## config.mk

```make
export PLATFORM = sky130hd
export DESIGN_NAME = fdtd_step_sched
export DESIGN_NICKNAME = d
export VERILOG_FILES = /design/src/rtl/fdtd_sched_pkg.sv /design/src/rtl/fdtd_sched_wdt.sv /design/src/rtl/fdtd_step_sched.sv
export SDC_FILE = /design/constraint.sdc
export NUM_CORES = 1
export LEC_CHECK = 0
export ABC_AREA = 1
export BUFFER_PORTS_ARGS = -buffer_cell sky130_fd_sc_hd__clkbuf_2
export CORE_ASPECT_RATIO = 1.5
export CORE_MARGIN = 3
export CORE_UTILIZATION = 56
export DETAILED_ROUTE_END_ITERATION = 7
export GPL_TIMING_DRIVEN = 0
export PLACE_DENSITY = 0.84
export SLEW_MARGIN = 20
export SYNTH_ARGS = -nofsm -noshare
export SYNTH_HDL_FRONTEND = slang
export SYNTH_SLANG_ARGS = --single-unit
```

## constraint.sdc

```tcl
create_clock -name CLK -period 2.1 [get_ports CLK]
set_input_delay 0 -clock CLK [delete_from_list [all_inputs] [get_ports CLK]]
set_output_delay 0 -clock CLK [all_outputs]
set_load 0.03 [all_outputs]
```

## src/rtl/fdtd_sched_pkg.sv

```systemverilog
// Shared types for the FDTD timestep scheduler.
// States, DMA opcodes and default widths.
package fdtd_sched_pkg;

  localparam int STEP_W = 16;
  localparam int WDT_W  = 12;

  typedef enum logic [3:0] {
    S_IDLE,
    S_LD_HY,
    S_LD_EZ,
    S_C_HY,
    S_ST_HY,
    S_C_EZ,
    S_C_SRC,
    S_ST_EZ,
    S_NEXT,
    S_DONE
  } state_t;

  typedef enum logic [1:0] {
    LD_HY = 2'd0,
    LD_EZ = 2'd1,
    ST_HY = 2'd2,
    ST_EZ = 2'd3
  } dma_op_t;

  function automatic logic is_wait(input state_t s);
    return s inside {S_LD_HY, S_LD_EZ, S_C_HY, S_ST_HY,
                     S_C_EZ, S_C_SRC, S_ST_EZ};
  endfunction

endpackage

```

## src/rtl/fdtd_sched_wdt.sv

```systemverilog
// Watchdog for the FDTD scheduler wait states.
// Used only when FDTD_SCHED_WDT_EN is defined.
module fdtd_sched_wdt
  import fdtd_sched_pkg::*;
#(
  parameter int WDT_W = fdtd_sched_pkg::WDT_W
) (
  input  logic   clk,
  input  logic   rst_n,
  input  state_t state,
  output logic   expired
);

  state_t           prev;
  logic [WDT_W-1:0] cnt;
  logic [WDT_W-1:0] eff;
  logic             waiting;

  // eff counts cycles spent in the current state, this one included
  always_comb begin
    waiting = is_wait(state);
    eff     = (state != prev) ? WDT_W'(1) : cnt + 1'b1;
    expired = waiting && (eff == '1);
  end

  always_ff @(posedge clk or negedge rst_n) begin
    if (!rst_n) begin
      prev <= S_IDLE;
      cnt  <= '0;
    end else begin
      prev <= state;
      cnt  <= waiting ? eff : '0;
    end
  end

endmodule

```

## src/rtl/fdtd_step_sched.sv

```systemverilog
// FDTD timestep scheduler: Yee-ordered load/calc/store per step.
// Optional watchdog: define FDTD_SCHED_WDT_EN.
module fdtd_step_sched
  import fdtd_sched_pkg::*;
#(
  parameter int STEP_W = fdtd_sched_pkg::STEP_W,
  parameter int WDT_W  = fdtd_sched_pkg::WDT_W
) (
  input  logic              CLK,
  input  logic              RST_N,
  input  logic              start_i,
  input  logic              abort_i,
  input  logic [STEP_W-1:0] num_steps_i,
  output logic              busy_o,
  output logic              done_o,
  output logic [STEP_W-1:0] step_cnt_o,
  output logic              buffer_hy_start_o,
  output logic              buffer_ez_start_o,
  output logic              buffer_hy_end_o,
  output logic              buffer_ez_end_o,
  output logic              calc_hy_flg_o,
  output logic              calc_ez_flg_o,
  output logic              calc_src_flg_o,
  output logic              mem_rd_hy_en_o,
  output logic              mem_rd_ez_en_o,
  output logic              mem_rd_end_o,
  input  logic              wrt_hy_start_i,
  input  logic              wrt_ez_start_i,
  input  logic              wrt_src_start_i,
  output logic              dma_req_o,
  output logic [1:0]        dma_op_o,
  input  logic              dma_done_i,
  output logic              error_o
);

  state_t            state;
  dma_op_t           op_q;
  logic [STEP_W-1:0] num_steps;
  logic [STEP_W-1:0] step_cnt;
  logic [STEP_W-1:0] cnt_inc;
  logic              wdt_trip;

  assign cnt_inc    = step_cnt + 1'b1;
  assign step_cnt_o = step_cnt;
  assign dma_op_o   = op_q;

`ifdef FDTD_SCHED_WDT_EN
  logic err;
  assign error_o = err;

  fdtd_sched_wdt #(
    .WDT_W (WDT_W)
  ) u_wdt (
    .clk     (CLK),
    .rst_n   (RST_N),
    .state   (state),
    .expired (wdt_trip)
  );
`else
  assign error_o  = 1'b0;
  assign wdt_trip = 1'b0;
`endif

  always_ff @(posedge CLK or negedge RST_N) begin
    if (!RST_N) begin
      state             <= S_IDLE;
      op_q              <= LD_HY;
      num_steps         <= '0;
      step_cnt          <= '0;
      busy_o            <= 1'b0;
      done_o            <= 1'b0;
      buffer_hy_start_o <= 1'b0;
      buffer_ez_start_o <= 1'b0;
      buffer_hy_end_o   <= 1'b0;
      buffer_ez_end_o   <= 1'b0;
      calc_hy_flg_o     <= 1'b0;
      calc_ez_flg_o     <= 1'b0;
      calc_src_flg_o    <= 1'b0;
      mem_rd_hy_en_o    <= 1'b0;
      mem_rd_ez_en_o    <= 1'b0;
      mem_rd_end_o      <= 1'b0;
      dma_req_o         <= 1'b0;
`ifdef FDTD_SCHED_WDT_EN
      err               <= 1'b0;
`endif
    end else begin
      done_o            <= 1'b0;
      buffer_hy_start_o <= 1'b0;
      buffer_ez_start_o <= 1'b0;
      buffer_hy_end_o   <= 1'b0;
      buffer_ez_end_o   <= 1'b0;
      calc_hy_flg_o     <= 1'b0;
      calc_ez_flg_o     <= 1'b0;
      calc_src_flg_o    <= 1'b0;
      mem_rd_end_o      <= 1'b0;
      if (abort_i || wdt_trip) begin
        state          <= S_IDLE;
        op_q           <= LD_HY;
        busy_o         <= 1'b0;
        dma_req_o      <= 1'b0;
        mem_rd_hy_en_o <= 1'b0;
        mem_rd_ez_en_o <= 1'b0;
`ifdef FDTD_SCHED_WDT_EN
        if (wdt_trip) err <= 1'b1;
`endif
      end else begin
        unique case (state)
          S_IDLE: begin
            if (start_i) begin
              num_steps <= num_steps_i;
              step_cnt  <= '0;
              busy_o    <= 1'b1;
`ifdef FDTD_SCHED_WDT_EN
              err       <= 1'b0;
`endif
              if (num_steps_i != '0) begin
                state             <= S_LD_HY;
                buffer_hy_start_o <= 1'b1;
                dma_req_o         <= 1'b1;
                op_q              <= LD_HY;
              end else begin
                state  <= S_DONE;
                done_o <= 1'b1;
              end
            end
          end
          S_LD_HY: begin
            if (dma_done_i && dma_req_o) begin
              state             <= S_LD_EZ;
              dma_req_o         <= 1'b0;
              op_q              <= LD_EZ;
              buffer_hy_end_o   <= 1'b1;
              buffer_ez_start_o <= 1'b1;
            end
          end
          // request drops for one cycle between the two loads
          S_LD_EZ: begin
            if (!dma_req_o) begin
              dma_req_o <= 1'b1;
            end else if (dma_done_i) begin
              state           <= S_C_HY;
              dma_req_o       <= 1'b0;
              buffer_ez_end_o <= 1'b1;
              calc_hy_flg_o   <= 1'b1;
            end
          end
          S_C_HY: begin
            if (wrt_hy_start_i) begin
              state          <= S_ST_HY;
              mem_rd_hy_en_o <= 1'b1;
              dma_req_o      <= 1'b1;
              op_q           <= ST_HY;
            end
          end
          S_ST_HY: begin
            if (dma_done_i) begin
              state          <= S_C_EZ;
              mem_rd_end_o   <= 1'b1;
              mem_rd_hy_en_o <= 1'b0;
              dma_req_o      <= 1'b0;
              calc_ez_flg_o  <= 1'b1;
            end
          end
          S_C_EZ: begin
            if (wrt_ez_start_i) begin
              state          <= S_C_SRC;
              calc_src_flg_o <= 1'b1;
            end
          end
          S_C_SRC: begin
            if (wrt_src_start_i) begin
              state          <= S_ST_EZ;
              mem_rd_ez_en_o <= 1'b1;
              dma_req_o      <= 1'b1;
              op_q           <= ST_EZ;
            end
          end
          S_ST_EZ: begin
            if (dma_done_i) begin
              state          <= S_NEXT;
              mem_rd_end_o   <= 1'b1;
              mem_rd_ez_en_o <= 1'b0;
              dma_req_o      <= 1'b0;
            end
          end
          S_NEXT: begin
            step_cnt <= cnt_inc;
            if (cnt_inc == num_steps) begin
              state  <= S_DONE;
              done_o <= 1'b1;
            end else begin
              state             <= S_LD_HY;
              buffer_hy_start_o <= 1'b1;
              dma_req_o         <= 1'b1;
              op_q              <= LD_HY;
            end
          end
          S_DONE: begin
            state  <= S_IDLE;
            busy_o <= 1'b0;
          end
          default: state <= S_IDLE;
        endcase
      end
    end
  end

endmodule
```

Word level (Yosys, flattened, before mapping)
Cells that the tools add are included.
- eq/ne operators: 23
- add/subtract/negate cells: 1
- muxes and demuxes: 65
- reduce and logical (&&, ||, !) cells: 18
- bitwise gates (word level): 1
- operator list (cell ; count):
    2-to-1 mux 4 bit ; 12
    2-to-1 mux 1 bit ; 36
    case mux 4 bit (9 select lines) ; 1
    inequality test 3 bit, second input constant ; 11
    case mux 16 bit (2 select lines) ; 1
    adder 16 x 1 -> 16 bit, second input constant ; 1
    == test 16 bit ; 1
    == test 4 x 3 -> 1 bit, second input constant ; 4
    2-to-1 mux 16 bit ; 1
    nonzero test 16 bit ; 1
    2-to-1 mux 2 bit ; 7
    AND reduction 3 bit ; 4
    case mux 1 bit (2 select lines) ; 5
    case mux 2 bit (5 select lines) ; 1
    AND reduction 9 bit ; 1
    nonzero test 3 bit ; 3
    == test 4 x 2 -> 1 bit, second input constant ; 2
    == test 4 bit, second input constant ; 2
    AND reduction 8 bit ; 1
    nonzero test 8 bit ; 1
    case mux 1 bit (7 select lines) ; 1
    AND reduction 7 bit ; 1
    nonzero test 6 bit ; 1
    == test 4 x 1 -> 1 bit, second input constant ; 1
    other kinds (8) ; 8
- output and inout port bits: 32
- bits of input ports: 24
- logic and storage cells: 123
- register bits: 49

Longest topological paths before layout
Gate-level depths: netlist (run 1).
- depth after elaboration: 5
- mapped depth: 16
- gate-level depth less buffers: 16

Least setup slack after synthesis (run 1)
Ideal clock, no wire load.
- kind: reg2reg
- start: reg step_cnt[1] (netlist: step_cnt_o[1])
- end: reg op_q[0] (netlist: dma_op_o[0])
- clock period less this slack: 1.995 ns
- data arrival time: 1.877 ns
- stages on the path, launching flop included: 15
- slack: 0.105 ns
- path buffers: 0
- library setup time: 0.118 ns
- required time: 1.982 ns
- cell sequence: dfrtp_1 ha_1 nand2_1 nor2_4 nand3_1 nand2_1 nand2_1 nand2_1 nand2_1 nor2_2 nand3_2 nor2_2 nand2_2 nand3_1 nand2_1
- cells in the longest elaborated chain, start to end: 4
- ends and longest elaborated chain (element ; RTL line ; RTL):
    start: declaration ; fdtd_step_sched.sv:39 ; logic [STEP_W-1:0] step_cnt;
    start signal: assignment ; fdtd_step_sched.sv:187 ; step_cnt <= cnt_inc;
    adder 16 x 1 -> 16 bit ; fdtd_step_sched.sv:43 ; assign cnt_inc = step_cnt + 1'b1;
    == test 16 bit ; fdtd_step_sched.sv:188 ; if (cnt_inc == num_steps) begin
    inequality test 3 bit (no line) ; - ;
    AND reduction 7 bit (no line) ; - ;
    end signal: assignment ; fdtd_step_sched.sv:67 ; op_q <= LD_HY;
    end signal: assignment ; fdtd_step_sched.sv:175 ; op_q <= ST_EZ;
    end signal: assignment ; fdtd_step_sched.sv:195 ; op_q <= LD_HY;
    end: declaration ; fdtd_step_sched.sv:37 ; dma_op_t op_q;
No other way between the ends.
A chain may end at the register's enable or synchronous reset.

Final worst setup path (run 1)
- start: reg step_cnt[1] (netlist: step_cnt_o[1])
- end: reg done_o
- cells in the longest elaborated chain, start to end: 5
- ends and longest elaborated chain (element ; RTL line ; RTL):
    adder 16 x 1 -> 16 bit ; fdtd_step_sched.sv:43 ;
    == test 16 bit ; fdtd_step_sched.sv:188 ;
    2-to-1 mux 1 bit ; fdtd_step_sched.sv:188 ;
    case mux 1 bit (2 select lines) ; fdtd_step_sched.sv:107 ; unique case (state)
    2-to-1 mux 1 bit ; fdtd_step_sched.sv:96 ; if (abort_i || wdt_trip) begin
    end signal: assignment ; fdtd_step_sched.sv:87 ; done_o <= 1'b0;
    end signal: assignment ; fdtd_step_sched.sv:123 ; done_o <= 1'b1;
    end signal: assignment ; fdtd_step_sched.sv:190 ; done_o <= 1'b1;
    end: declaration ; fdtd_step_sched.sv:15 ; output logic done_o,
No other way between the ends.

==> metrics, run 1 <==
initial drt markers 251; ANT cells 0; Buf/Inv on CP 0; Clock Skew 0.00608 ns; latest clock arrival within the worst-skew pair 0.30 ns; final setup vio count 0; crit path kind flop to flop; status finished clean; Area growth syn-to-layout 25.5%; RSZ-0062 raised after global routing yes; maximum level of the CTS H-tree 2; Via Count 3206; Util after Layout 0.749; Initial DRT Pass Iterations 5; Worst-Margin Slew 0.685 ns; Final Wtd Congestion 0.999; drt drc 0; gr usage total 0.281; Via density 5.65; Die X 65.6 um; Max Fclk 494 MHz; mean post-synth cell area 7.20 sq um; final wirelength 8530 um; Clock Power Share 0.171; Hold Path End mem_rd_ez_en_o; Synth Instances 415; Pleak 1.91 nW; CP Capture Type flop; Crit path arrival time 2.25 ns; FF-to-FF setup slack 0.07 ns; RR Startpoint step_cnt_o[1]; CP Max Fanout 3; CTS Buf Count 5; overall power 3.33 mW; crit-path cells ha_4 > nand2_4 > nor2_4 > nand2_1 > nand2_1 > nand2_1 > nand2_1 > nand2_1 > nor3_2 > nand3_2 > nor2_4 > nand2_1 > a21oi_1; R2R cell count 13; Fill cells 372; Worst setup SP type flop; max cap viols 0; height of the die 95.5 um; relative slew slack 0.543; post-detail-place hpwl 5980 um; slowest CP cell dfrtp_1; antenna viol nets, final 0; share of layout cells above drive strength 1 0.226; initial antenna violation count 0; starting density of the core 0.597; pwr/cell area 887 nW/um^2; Netlist Area Pre-Place 2990 sq um; worst hold path startpoint wrt_src_start_i; Pint 1.93 mW; setup TNS 0 ns; Port Buffers 53; NetSw 1.40 mW; Mapped Nets 440; power share of the combinational group 0.416; EDFF count, synth 0; vias in the first global route 3060; sequential share of power 0.413; FP Rows 31; I/O Pins 56; Yosys top cell area share 0.410; drt wl/cell 15.0 um; most common flop cell mapped by yosys dfrtp_1; Yosys reg bits 49; Yosys cell types 37; delay-heaviest family, CP simple AND/OR/NAND/NOR gates; Clock Path Buffers 2; die footprint 6270 sq um; Yosys warnings 0; core box area 5000 sq um; Yosys top cell by area dfrtp_1; peak supply drop 642 uV; largest net degree at the start of global routing 50; first-pass GRT wire length 13600 um; CTS tree built; CTS clk-pin slew, worst paths 0.09 ns; Min-Delay Path Class input port to flop; CTS root buffer clkbuf_8; grt total ovfl 0; Period minus WS final 2.03 ns; worst hold slack 0.140 ns; required time of the critical path 2.32 ns; ys async rst share 1.00; main area contributors after synthesis dfrtp_1, nand2_1, inv_1, nand3_1, o21ai_0; Switching Share 0.420; Seq/Total Area, Yosys 0.410; critical path's largest stage delay 0.43 ns; Final Max Slew Viols 0; crit-path most repeated cell nand2_1; crit share post-route 0.965; Worst Hold Path Cells 5; Final Hold Viols 0; Reg2Reg Capture Point done_o; CTS sink count 49; Nets 526
-- synth_stat cells, types with 2 or more instances --
master and n:
nand2_1 106, inv_1 63, dfrtp_1 49, nand3_1 39, nor2_1 34, o21ai_0 29, nand4_1 15, o22ai_1 9
a21oi_1 7, nor3_1 7, clkbuf_1 6, nand2_2 6, nand3b_1 5, nor2_2 5, nor2_4 4, o211ai_1 4
buf_4 3, and2_1 2, nand3_2 2, nor3b_1 2, o21ai_1 2
-- layout by cell type (no fill, tap or decap), types with 2 or more instances in the layout --
| master | synthesis | routed |
|---|---|---|
| o211ai_1 | 4 | 4 |
| o22ai_1 | 9 | 9 |
| clkbuf_1 | 6 | 6 |
| nand3_1 | 39 | 37 |
| clkbuf_2 | 0 | 53 |
| clkbuf_8 | 0 | 6 |
| o21ai_0 | 29 | 29 |
| buf_4 | 3 | 10 |
| dfrtp_1 | 49 | 45 |
| dfrtp_2 | 0 | 4 |
| nand2_1 | 106 | 104 |
| a21oi_1 | 7 | 6 |
| nand3b_1 | 5 | 5 |
| nor2_4 | 4 | 6 |
| nor3_1 | 7 | 7 |
| nand2_2 | 6 | 6 |
| nand3_2 | 2 | 4 |
| nor2_2 | 5 | 9 |
| nor2_1 | 34 | 28 |
| dlygate4sd3_1 | 0 | 19 |
| inv_1 | 63 | 61 |
| nand4_1 | 15 | 15 |
| nand2_4 | 0 | 2 |
| inv_2 | 1 | 2 |
| o21ai_2 | 1 | 2 |
| nor3b_1 | 2 | 2 |
-- power by group through the flow --
stage,sequential (mW),combinational (mW),clock (mW)
after floorplan,1.44,0.854,0
after global placement,1.36,1.24,0
after detailed placement,1.38,1.28,0
after CTS,1.36,1.32,0.574
after global routing,1.40,1.55,0.605
final,1.37,1.38,0.570
-- worst reg2reg max path, delay by kind of cell (launching register included) --
| kind | cells | cell delay (ns) |
|---|---|---|
| DFF | 1 | 0.43 |
| AOI/OAI and AO/OA | 1 | 0.15 |
| adders and majority gates | 1 | 0.18 |
| and+or+nand+nor | 11 | 1.19 |
-- state kept, by name (all words and copies together) (netlist names) --
name and count:
mem_rd_ez_en_o 1, buffer_hy_end_o 1, step_cnt_o 16, calc_src_flg_o 1
state 4, busy_o 1, dma_op_o 2, buffer_hy_start_o 1
calc_ez_flg_o 1, mem_rd_hy_en_o 1, num_steps 16, calc_hy_flg_o 1
mem_rd_end_o 1, dma_req_o 1, done_o 1
-- final cells by class --
cell class,count,area [sq um],area share
multi-input combinational,292,1540,0.412
sequential,49,1230,0.328
timing repair buffer,79,510,0.136
inverter,64,244,0.0651
clock buffer,7,86.3,0.0230
tap,66,82.6,0.0220
buffer,10,51.3,0.0137
-- cells by family (layout without fill, tap and decap cells) --
group	count (synthesis)	after routing	synth area share
DFF	49	49	0.410
and+or+nand+nor	230	230	0.363
buffers and inverters	74	160	0.0971
adders and majority gates	1	1	0.00419
muxes	2	2	0.00712
other	1	1	0.00126
AOI/OAI and AO/OA	55	55	0.103
xor gates and xnor gates	3	3	0.0134
-- routing by layer --
metal  GRT usage  vias to the layer above  wire length, um
li1            -                     1527                -
met1       0.294                     1505             3110
met2       0.530                      142             4690
met3      0.0342                       32              373
met4       0.152                        0              352
met5           0                        -                0
-- timing repair --
action,in CTS,in global routing
endpoints found under the setup margin,13,19
hold buffers,19,0
resized for setup,1,25
setup buffers,3,4
hold endpoints to repair,68,0
pin swaps,0,9
-- through the flow --
stage / setup slack, ns / area [sq um] / cells
final: 0.0745 / 3750 / 567
after CTS: 0.0121 / 3640 / 563
after global placement: -0.0575 / 3340 / 534
after floorplan: 0.105 / 2990 / 415
after global routing: -0.0344 / 3750 / 567
after detailed placement: -0.0685 / 3340 / 534
-- worst max path at each step --
stage / start / endpoint / slack (ns) / cells after the start
floorplan: step_cnt_o[1] / dma_op_o[0] / 0.10 / 14
global route: step_cnt_o[0] / dma_op_o[1] / -0.03 / 15
CTS: step_cnt_o[0] / dma_op_o[1] / 0.01 / 15
finish: step_cnt_o[1] / done_o / 0.07 / 13
global placement: state[0] / step_cnt_o[5] / -0.06 / 7
detailed placement: state[0] / step_cnt_o[6] / -0.07 / 7
(Power assumes the default switching activity.)
==> run 2: changes to the inputs <==
Settings changed: GPL_TIMING_DRIVEN 0 to unset, REMOVE_ABC_BUFFERS set to 1.
==> run 2 against run 1 <==
Clock power shrank 4.6%. Fmax is 1.1% higher. Sequential share of layout area hardly changed. First-iteration DRC count decreased by 10%. Register-to-register slack improved by 0.02 ns. Final cell count unchanged. Clock-buffer cell count fell by 1. Routed wire length fell by 8.2%. Non-clock buffer count down 1. Critical path depth fell by 1. Critical endpoint is now dma_op_o[1]. Highest routed layer unchanged.
==> metrics, run 2 (same netlist as run 1, synthesis figures left out) <==
initial drt markers 226; required time of the critical path 2.29 ns; post-detail-place hpwl 5910 um; Final Max Slew Viols 0; Period minus WS final 2.00 ns; Pint 1.92 mW; Max Fclk 499 MHz; commonest non-fill, non-tap cell in the layout nand2_1; peak supply drop 613 uV; gr usage total 0.269; Final Hold Viols 0; Crit path arrival time 2.19 ns; NetSw 1.38 mW; CTS root buffer clkbuf_8; die footprint 6270 sq um; FP Rows 31; antenna viol nets, final 0; initial antenna violation count 0; CP Capture Type flop; power share of the combinational group 0.420; final wirelength 7830 um; crit share post-route 0.954; Pleak 1.93 nW; largest net degree at the start of global routing 25; grt total ovfl 0; sequential share of power 0.416; max cap viols 0; Via density 5.48; Switching Share 0.418; crit path kind flop to flop; height of the die 95.5 um; Clock Path Buffers 2; final setup vio count 0; drt wl/cell 13.8 um; share of layout cells above drive strength 1 0.216; commonest cells after routing, fill and taps aside nand2_1, inv_1, clkbuf_2, dfrtp_1, nand3_1; vias in the first global route 3073; Min-Delay Path Class input port to flop; latest clock arrival within the worst-skew pair 0.30 ns; CTS clk-pin slew, worst paths 0.09 ns; core box area 5000 sq um; maximum level of the CTS H-tree 2; CP Max Fanout 7; starting density of the core 0.597; pwr/cell area 882 nW/um^2; Via Count 3108; Nets 525; CTS tree built; Fill cells 374; Final Wtd Congestion 0.941; CTS Buf Count 5; Area growth syn-to-layout 25.2%; Initial DRT Pass Iterations 5; overall power 3.30 mW; Clock Skew 0.00893 ns; I/O Pins 56; CTS sink count 49; Port Buffers 54; RSZ-0062 raised after global routing yes; drt drc 0; Clock Power Share 0.165; Die X 65.6 um; status finished clean; ANT cells 0; setup TNS 0 ns; first-pass GRT wire length 13100 um; Worst setup SP type flop
-- run 2: changes by cell type in the layout (fill, tap and decap cells not counted), sizes merged --
cell	before	now
buf	11	15
clkbuf	66	60
clkinv	0	2
clkinvlp	1	0
inv	63	64
-- run 2: layout make-up --
| class | count | area [sq um] | area share |
|---|---|---|---|
| multi-input combinational | 292 | 1520 | 0.407 |
| sequential | 49 | 1230 | 0.328 |
| timing repair buffer | 88 | 586 | 0.157 |
| inverter | 64 | 240 | 0.0642 |
| tap | 66 | 82.6 | 0.0221 |
| clock buffer | 6 | 72.6 | 0.0194 |
| clock inverter | 2 | 10.0 | 0.00268 |
-- run 2: path summary, 6_finish.rpt --
path                               start           endpoint  slack (ns)  cells past startpoint
max                        step_cnt_o[2]        dma_op_o[1]         0.1                     12
min                              abort_i  buffer_hy_start_o         0.1                      2
max reg2reg                step_cnt_o[2]        dma_op_o[1]         0.1                     12
min reg2reg                  dma_op_o[0]        dma_op_o[0]        0.49                      2
max in group asynchronous          RST_N        dma_op_o[0]        1.32                      3
min in group asynchronous          RST_N      step_cnt_o[0]        0.14                      2
-- run 2: critical path, cell delays in order, from the launching register on --
cell     delay (ns)
dfrtp_1        0.52
nand2_2        0.11
nor2_4         0.19
buf_12         0.13
nand4_1        0.11
nand3_1        0.11
nand2_1        0.07
nor2_1         0.13
nand3_2        0.13
nor2_4         0.16
nand2_4        0.08
nand3_1        0.08
nand2_1        0.07
-- run 2: metrics by stage --
step           area, sq um  utilization  instances  worst slack, ns  hold slack (ns)
2_1_floorplan         2940            -        405            0.105           -0.296
3_3_place_gp          3380        0.676        537            0.161          -0.0741
3_5_place_dp          3380        0.676        537           0.0444          -0.0663
4_1_cts               3650        0.730        564           0.0230           0.0820
5_1_grt               3740        0.747        567          -0.0810            0.142
6_report              3740        0.747        567           0.0969           0.0951
-- run 2: timing repair --
item	CTS	global route
hold buffers	19	0
hold endpoints to repair	44	0
setup buffers	0	3
endpoints found under the setup margin	0	6
resized for setup	0	14
-- run 2: power groups by stage --
| stage | sequential, mW | combinational [mW] | clock [mW] |
|---|---|---|---|
| after global routing | 1.39 | 1.57 | 0.589 |
| after detailed placement | 1.38 | 1.32 | 0 |
| final | 1.37 | 1.38 | 0.544 |
| after global placement | 1.38 | 1.29 | 0 |
| after floorplan | 1.45 | 0.830 | 0 |
| after CTS | 1.37 | 1.35 | 0.560 |
-- run 2: layer usage --
layer | part of all wire | global-route usage | wire length (um)
met1 | 0.37 | 0.282 | 2880
met2 | 0.53 | 0.490 | 4170
met3 | 0.056 | 0.0436 | 437
met4 | 0.043 | 0.163 | 335
met5 | 0 | 0 | 0
